`src/rtl/reset_sequencer.sv`:
```
// reset_sequencer: filters clock lock, then releases NUM_STAGES active-low resets in order.
// Lock loss or software reset re-asserts every stage at once and restarts the sequence.
module reset_sequencer #(
    parameter int NUM_STAGES   = 4,
    parameter int DELAY_CYCLES = 16,
    parameter int LOCK_FILTER  = 8
) (
    input  logic                  i_clk,
    input  logic                  i_rst_n,
    input  logic                  i_lock,
    input  logic                  i_sw_rst,
    output logic [NUM_STAGES-1:0] o_rst_n,
    output logic                  o_done
);
    localparam int LW = $clog2(LOCK_FILTER + 1);
    localparam int DW = $clog2(DELAY_CYCLES + 1);
    localparam int SW = $clog2(NUM_STAGES + 1);

    typedef enum logic [1:0] {FILTER, RELEASE, DONE} state_t;

    state_t                state_q, state_d;
    logic [LW-1:0]         lock_cnt, lock_d;
    logic [DW-1:0]         dly_cnt, dly_d;
    logic [SW-1:0]         stage_idx, idx_d;
    logic [NUM_STAGES-1:0] rst_q, rst_d;
    logic                  done_q, done_d;
    logic                  abort;

    assign abort   = !i_lock || i_sw_rst;
    assign o_rst_n = rst_q;
    assign o_done  = done_q;

    always_ff @(posedge i_clk or negedge i_rst_n) begin
        if (!i_rst_n) begin
            state_q   <= FILTER;
            lock_cnt  <= '0;
            dly_cnt   <= '0;
            stage_idx <= '0;
            rst_q     <= '0;
            done_q    <= 1'b0;
        end else begin
            state_q   <= state_d;
            lock_cnt  <= lock_d;
            dly_cnt   <= dly_d;
            stage_idx <= idx_d;
            rst_q     <= rst_d;
            done_q    <= done_d;
        end
    end

    // Stages release by shifting a 1 in from bit 0, keeping o_rst_n thermometer-coded.
    always_comb begin
        state_d = state_q;
        lock_d  = lock_cnt;
        dly_d   = dly_cnt;
        idx_d   = stage_idx;
        rst_d   = rst_q;
        done_d  = done_q;
        case (state_q)
            FILTER: begin
                if (abort) begin
                    lock_d = '0;
                end else if (lock_cnt == LW'(LOCK_FILTER - 1)) begin
                    lock_d  = '0;
                    dly_d   = '0;
                    idx_d   = SW'(1);
                    rst_d   = NUM_STAGES'(1);
                    done_d  = (NUM_STAGES == 1);
                    state_d = (NUM_STAGES == 1) ? DONE : RELEASE;
                end else begin
                    lock_d = lock_cnt + LW'(1);
                end
            end
            RELEASE: begin
                if (dly_cnt == DW'(DELAY_CYCLES - 1)) begin
                    dly_d = '0;
                    idx_d = stage_idx + SW'(1);
                    rst_d = NUM_STAGES'({rst_q, 1'b1});
                    if (stage_idx == SW'(NUM_STAGES - 1)) begin
                        done_d  = 1'b1;
                        state_d = DONE;
                    end
                end else begin
                    dly_d = dly_cnt + DW'(1);
                end
            end
            DONE: ;
            default: state_d = FILTER;
        endcase
        // Abort outranks any release scheduled on the same edge.
        if (abort && state_q != FILTER) begin
            state_d = FILTER;
            lock_d  = '0;
            dly_d   = '0;
            idx_d   = '0;
            rst_d   = '0;
            done_d  = 1'b0;
        end
    end
endmodule

```
`config.mk`:
```
export PLATFORM = sky130hd
export DESIGN_NAME = reset_sequencer
export DESIGN_NICKNAME = d
export VERILOG_FILES = /design/src/rtl/reset_sequencer.sv
export SDC_FILE = /design/constraint.sdc
export NUM_CORES = 1
export LEC_CHECK = 0
export BUFFER_PORTS_ARGS = -buffer_cell sky130_fd_sc_hd__buf_2
export CORE_MARGIN = 3
export CORE_UTILIZATION = 50
export DETAILED_ROUTE_END_ITERATION = 8
export GPL_ROUTABILITY_DRIVEN = 1
export PLACE_DENSITY_LB_ADDON = 0.05
export SLEW_MARGIN = 20
export SYNTH_ARGS = -nofsm -noshare
export SYNTH_HDL_FRONTEND = slang
export SYNTH_SLANG_ARGS = --single-unit
```
`constraint.sdc`:
```
create_clock -name i_clk -period 2.8 [get_ports i_clk]
set_input_delay 0.42 -clock i_clk [delete_from_list [all_inputs] [get_ports i_clk]]
set_output_delay 0.42 -clock i_clk [all_outputs]
set_load 0.01 [all_outputs]
```
* After elaboration in Yosys (flattened, before gate mapping)
Index checks and enable logic that the tools add are counted.
** Storage, ports and cells
- Input port bits :: 4
- Bits in registers :: 19
- Output and inout port bits :: 5
- Logic and storage cells :: 61
** Operators by class
- Equal/unequal tests :: 10
- Mux-type cells :: 31
- Reduce and logical (&&, ||, !) cells :: 11
- Add/sub/neg operators :: 3
** Operators with widths (count)
- two-way mux 4 bit :: 8
- two-way mux 5 bit :: 4
- two-way mux 3 bit :: 4
- != test 3 bit (second input constant) :: 4
- two-way mux 2 bit :: 5
- case mux 5 bit (2 select lines) :: 1
- AND reduction 5 bit :: 2
- case mux 4 bit (2 select lines) :: 1
- case mux 2 bit (3 select lines) :: 1
- case mux 3 bit (2 select lines) :: 1
- adder 5 x 1 -> 5 bit (second input constant) :: 1
- equality test 5 x 4 -> 1 bit (second input constant) :: 1
- two-way mux 1 bit :: 5
- adder 4 x 1 -> 4 bit (second input constant) :: 1
- equality test 4 x 3 -> 1 bit (second input constant) :: 1
- AND reduction 4 bit :: 1
- nonzero test 2 bit :: 2
- adder 3 x 1 -> 3 bit (second input constant) :: 1
- equality test 3 x 2 -> 1 bit (second input constant) :: 1
- AND reduction 3 bit :: 1
- nonzero test 3 bit :: 1
- equality test 2 x 1 -> 1 bit (second input constant) :: 1
- equality test 2 bit (second input constant) :: 1
- zero test 2 bit :: 1
- other kinds (5) :: 5

* Depth between registers and ports, before layout
- Depth after elaboration :: 5
- Depth in mapped cells :: 6
- Gate-level depth less buffers :: 5

* Worst setup path before layout
Ideal clock, no wire load.
- Path type :: reg2reg
- Start :: reg dly_cnt[0]
- End :: reg state_q[0]
- Slack :: 1375 ps
- Stages on the path, launching flop included :: 5
- Data arrival time :: 1313 ps
- Path through :: dfrtp_1 > ha_1 > and4b_1 > and2_1 > a2111oi_2
** On the way
- Cells in the longest elaborated chain, start to end :: 3
** RTL lines
- start, declared :: RTL line 23 : logic [DW-1:0] dly_cnt, dly_d;
- start signal, assigned :: RTL line 44 : dly_cnt <= dly_d;
- equality test 5 x 4 -> 1 bit :: RTL line 75 : if (dly_cnt == DW'(DELAY_CYCLES - 1)) begin
- != test 3 bit (no line)
- AND reduction 5 bit (no line)
- end signal, assigned :: RTL line 42 : state_q <= state_d;
- end, declared :: RTL line 21 : state_t state_q, state_d;
Every way passes these cells.
A chain may end at the register's enable or synchronous reset.

* Worst setup path after layout
Ends and elaborated chain as after synthesis.

==> metrics.csv <==
stage,metric,value,unit
synth,most area-hungry cell type in the Yosys netlist,dfrtp_1,
floorplanning,Std-Cell Rows,15,
setup_path,CP required,2.98,ns
floorplanning,Die Ht,50.86,um
setup_path,Levels on crit path,4,
sta,unrepaired setup endpoints after global routing,false,
synth,post-synthesis cell count,91,
setup_path,Critical Path Sink Type,register,
clock_network,CTS tree,yes,
clock_network,H-tree levels,1,
detailed_routing,total number of vias,685,
detailed_routing,# DRC,0,
synth,Synth Cell Area,1006,um^2
floorplanning,Initial Util,0.5526,
floorplanning,die area,2586,um^2
detailed_routing,total iterations of the first detailed-routing run,4,
sta,Setup TNS,0,ns
synth,XOR/XNOR Fraction of Synth Area,0.008706,
clock_network,clock buffer count from CTS,3,
setup_path,"Worst Path Class, Setup",register to register,
power,maximum vdd drop,0.0003097,V
detailed_routing,DR WL/cell,13.14,um
sta,actual slew at the worst max-slew pin,0.4216,ns
sta,Fmax,0.6398,GHz
status,status,completed,
synth,main combinational cell family by area after synthesis,simple AND/OR/NAND/NOR gates,
synth,compound-cell area share of the yosys netlist,0.1716,
detailed_routing,Post-DRT Antenna Nets,0,
global_route,initial antenna violation count,0,
layout,fillers,167,
global_route,GRT Resource Usage Total,0.1505,
synth,Synth Flop Type,dfrtp_1,
power,pwr dens,399.4,nW/um^2
clock_network,clk root buf,clkbuf_4,
placed_design,Post-DP HPWL,1.270,mm
global_route,grt ovf,0,
floorplanning,core area,1821,um^2
sta,Slew headroom,0.7190,
sta,post-route minimum period,1.563,ns
clock_network,CTS Buffer Depth,2,
synth,"FF+latch count, synth",19,
sta,setup violators final,0,
synth,register area share after synthesis,0.4726,
clock_network,CTS-repair resized insts,0,
synth,yosys warns,0,
synth,"Distinct cells, synth",35,
clock_network,postcts setup bufs,0,
layout,layout cells sized above 1,0.2020,
setup_path,Worst Reg-to-Reg Cells,4,
setup_path,critical path data arrival time,1.75,ns
clock_network,Clock Latency Late Sink,0.29,ns
synth,"count leader, synth",dfrtp_1,
setup_path,CP Max Fanout,5,
run,max-cap violations,0,
global_route,number of global-route vias before repair,639,
floorplanning,# IOs,9,
setup_path,crit path buf inv count,0,
placed_design,routability cong.,0.7827,
sta,clk_skew,0.006699,ns
synth,syn nets,99,
global_route,pin count of the biggest net entering global routing,20,
synth,top cell type's share of synthesized area,0.4726,
floorplanning,Die W,50.86,um
setup_path,kind of cell adding the most delay to the critical path,simple AND/OR/NAND/NOR gates,
detailed_routing,total wire length,1.629,mm
layout,n_diodes,0,
layout,Nets,108,
clock_network,"Hold-fix buffers, CTS",0,
sta,final count of pins violating max slew,0,
synth,Simple-Gate Fraction of Synth Area,0.2077,
synth,Post-synth ARST share,1.000,
global_route,first-pass GRT wire length,2.856,mm
placed_design,port bufs,8,
sta,final period utilization,0.5582,
synth,Syn Area/Cell,11.05,um^2
clock_network,clk slew on worst S/H paths,0.10,ns
setup_path,worst-path cell chain,ha_1 > and4b_1 > and2_1 > a2111oi_2,
clock_network,CTS sink cnt,19,
layout,area growth from synthesis to layout,5.970,%
synth,Synth Area in Adders,0.04975,
synth,mux cell area share after synthesis,0.04478,
worst_hold_path,Min-Delay Path Class,input pin to async pin,
synth,Post-synth top cells,"dfrtp_1 (19), a22o_1 (6), nand2_1 (6), nor2_1 (6)",
sta,Final Hold Viols,0,
detailed_routing,vias per cell,5.524,
setup_path,Critical Path Slowest Stage Cell,dfrtp_1,
power,leakage,0.0004797,uW
setup_path,Worst setup SP type,register,
sta,Fin Hold WS,0.03651,ns
setup_path,crit-path max cell delay,0.41,ns
synth,main area contributors after synthesis,"dfrtp_1 (47%), a22o_1 (5.2%), ha_1 (5.0%), buf_6 (3.4%), mux2_2 (2.2%)",
synth,"EDFF count, synth",0,
detailed_routing,DR iter-0 viols,14,
-- cells by family after synthesis --
logic type                 count (synthesis)
AOI/OAI and AO/OA                         24
xor gates and xnor gates                   1
adders and majority gates                  4
buffers and inverters                      6
DFF                                       19
muxes                                      3
and+or+nand+nor                           34
-- placed cells by master, fill, tap and decap left out, drive strengths merged, types with 2 or more instances in the layout --
master  Yosys  routed
nand3b      2       2
a21oi       5       5
nand2b      2       2
clkbuf      1       4
a22o        6       6
o211ai      3       3
ha          4       4
a31oi       3       3
mux2        2       2
nand2       8       8
nor2        7       7
and2        3       3
o21ai       4       4
buf         3       8
nand3       4       4
inv         2       2
dfrtp      19      19
-- registers in the layout, summed over array words and instances, names as in the netlist --
register and count:
dly_cnt 5, lock_cnt 4, state_q 2, o_rst_n 4, stage_idx 3, o_done 1
-- layer usage --
layer  track usage  wire (um)  vias up
li1              -          -      351
met1        0.2101        820      318
met2        0.2174        720       14
met3       0.05248         73        2
met4       0.04933         14        0
met5             0          0        -
-- where the power goes --
part,leakage [uW],total [uW],switching (uW),internal [uW]
Sequential,0.000254,278,1.84,276
Clock,0.0000150,128,73.0,55.4
Combinational,0.000211,19.3,12.0,7.38
Total,0.000480,426,86.8,339
-- worst reg2reg max path, cell delays in order (launching register included) --
cell	delay, ns
dfrtp_1	0.41
ha_1	0.25
and4b_1	0.22
and2_1	0.21
a2111oi_2	0.37
-- cell type report --
type                    count  area [um^2]  share of cell area
flip-flops and latches     19        475.5              0.4460
well taps                  25        31.28             0.02934
inverters                   2        7.507            0.007042
repair buffers              8        40.04             0.03756
multi-input cells          66        485.5              0.4554
clock buffers               4        26.28             0.02465
-- per-stage QoR --
stage / area [um^2] / setup slack [ns] / util / total power, uW / instances
6_report: 1066 / 1.237 / 0.5856 / 425.8 / 124
5_1_grt: 1066 / 1.101 / 0.5856 / 443.1 / 124
4_1_cts: 1066 / 1.228 / 0.5856 / 434.0 / 124
3_5_place_dp: 1040 / 1.039 / 0.5711 / 303.6 / 120
3_3_place_gp: 1040 / 1.072 / 0.5711 / 302.9 / 120
2_1_floorplan: 1006 / 1.375 / - / 295.5 / 91
-- final timing paths --
check	from	to	slack [ns]
worst max-delay path	dly_cnt[0]	state_q[0]	1.24
worst min-delay path	i_rst_n	state_q[1]	0.04
worst max register to register	dly_cnt[0]	state_q[0]	1.24
max in group asynchronous	i_rst_n	lock_cnt[0]	2.47
worst min register to register	o_rst_n[3]	o_rst_n[3]	0.51
min in group i_clk	i_sw_rst	stage_idx[0]	0.49
No activity file was read; power rests on OpenSTA's default activity.
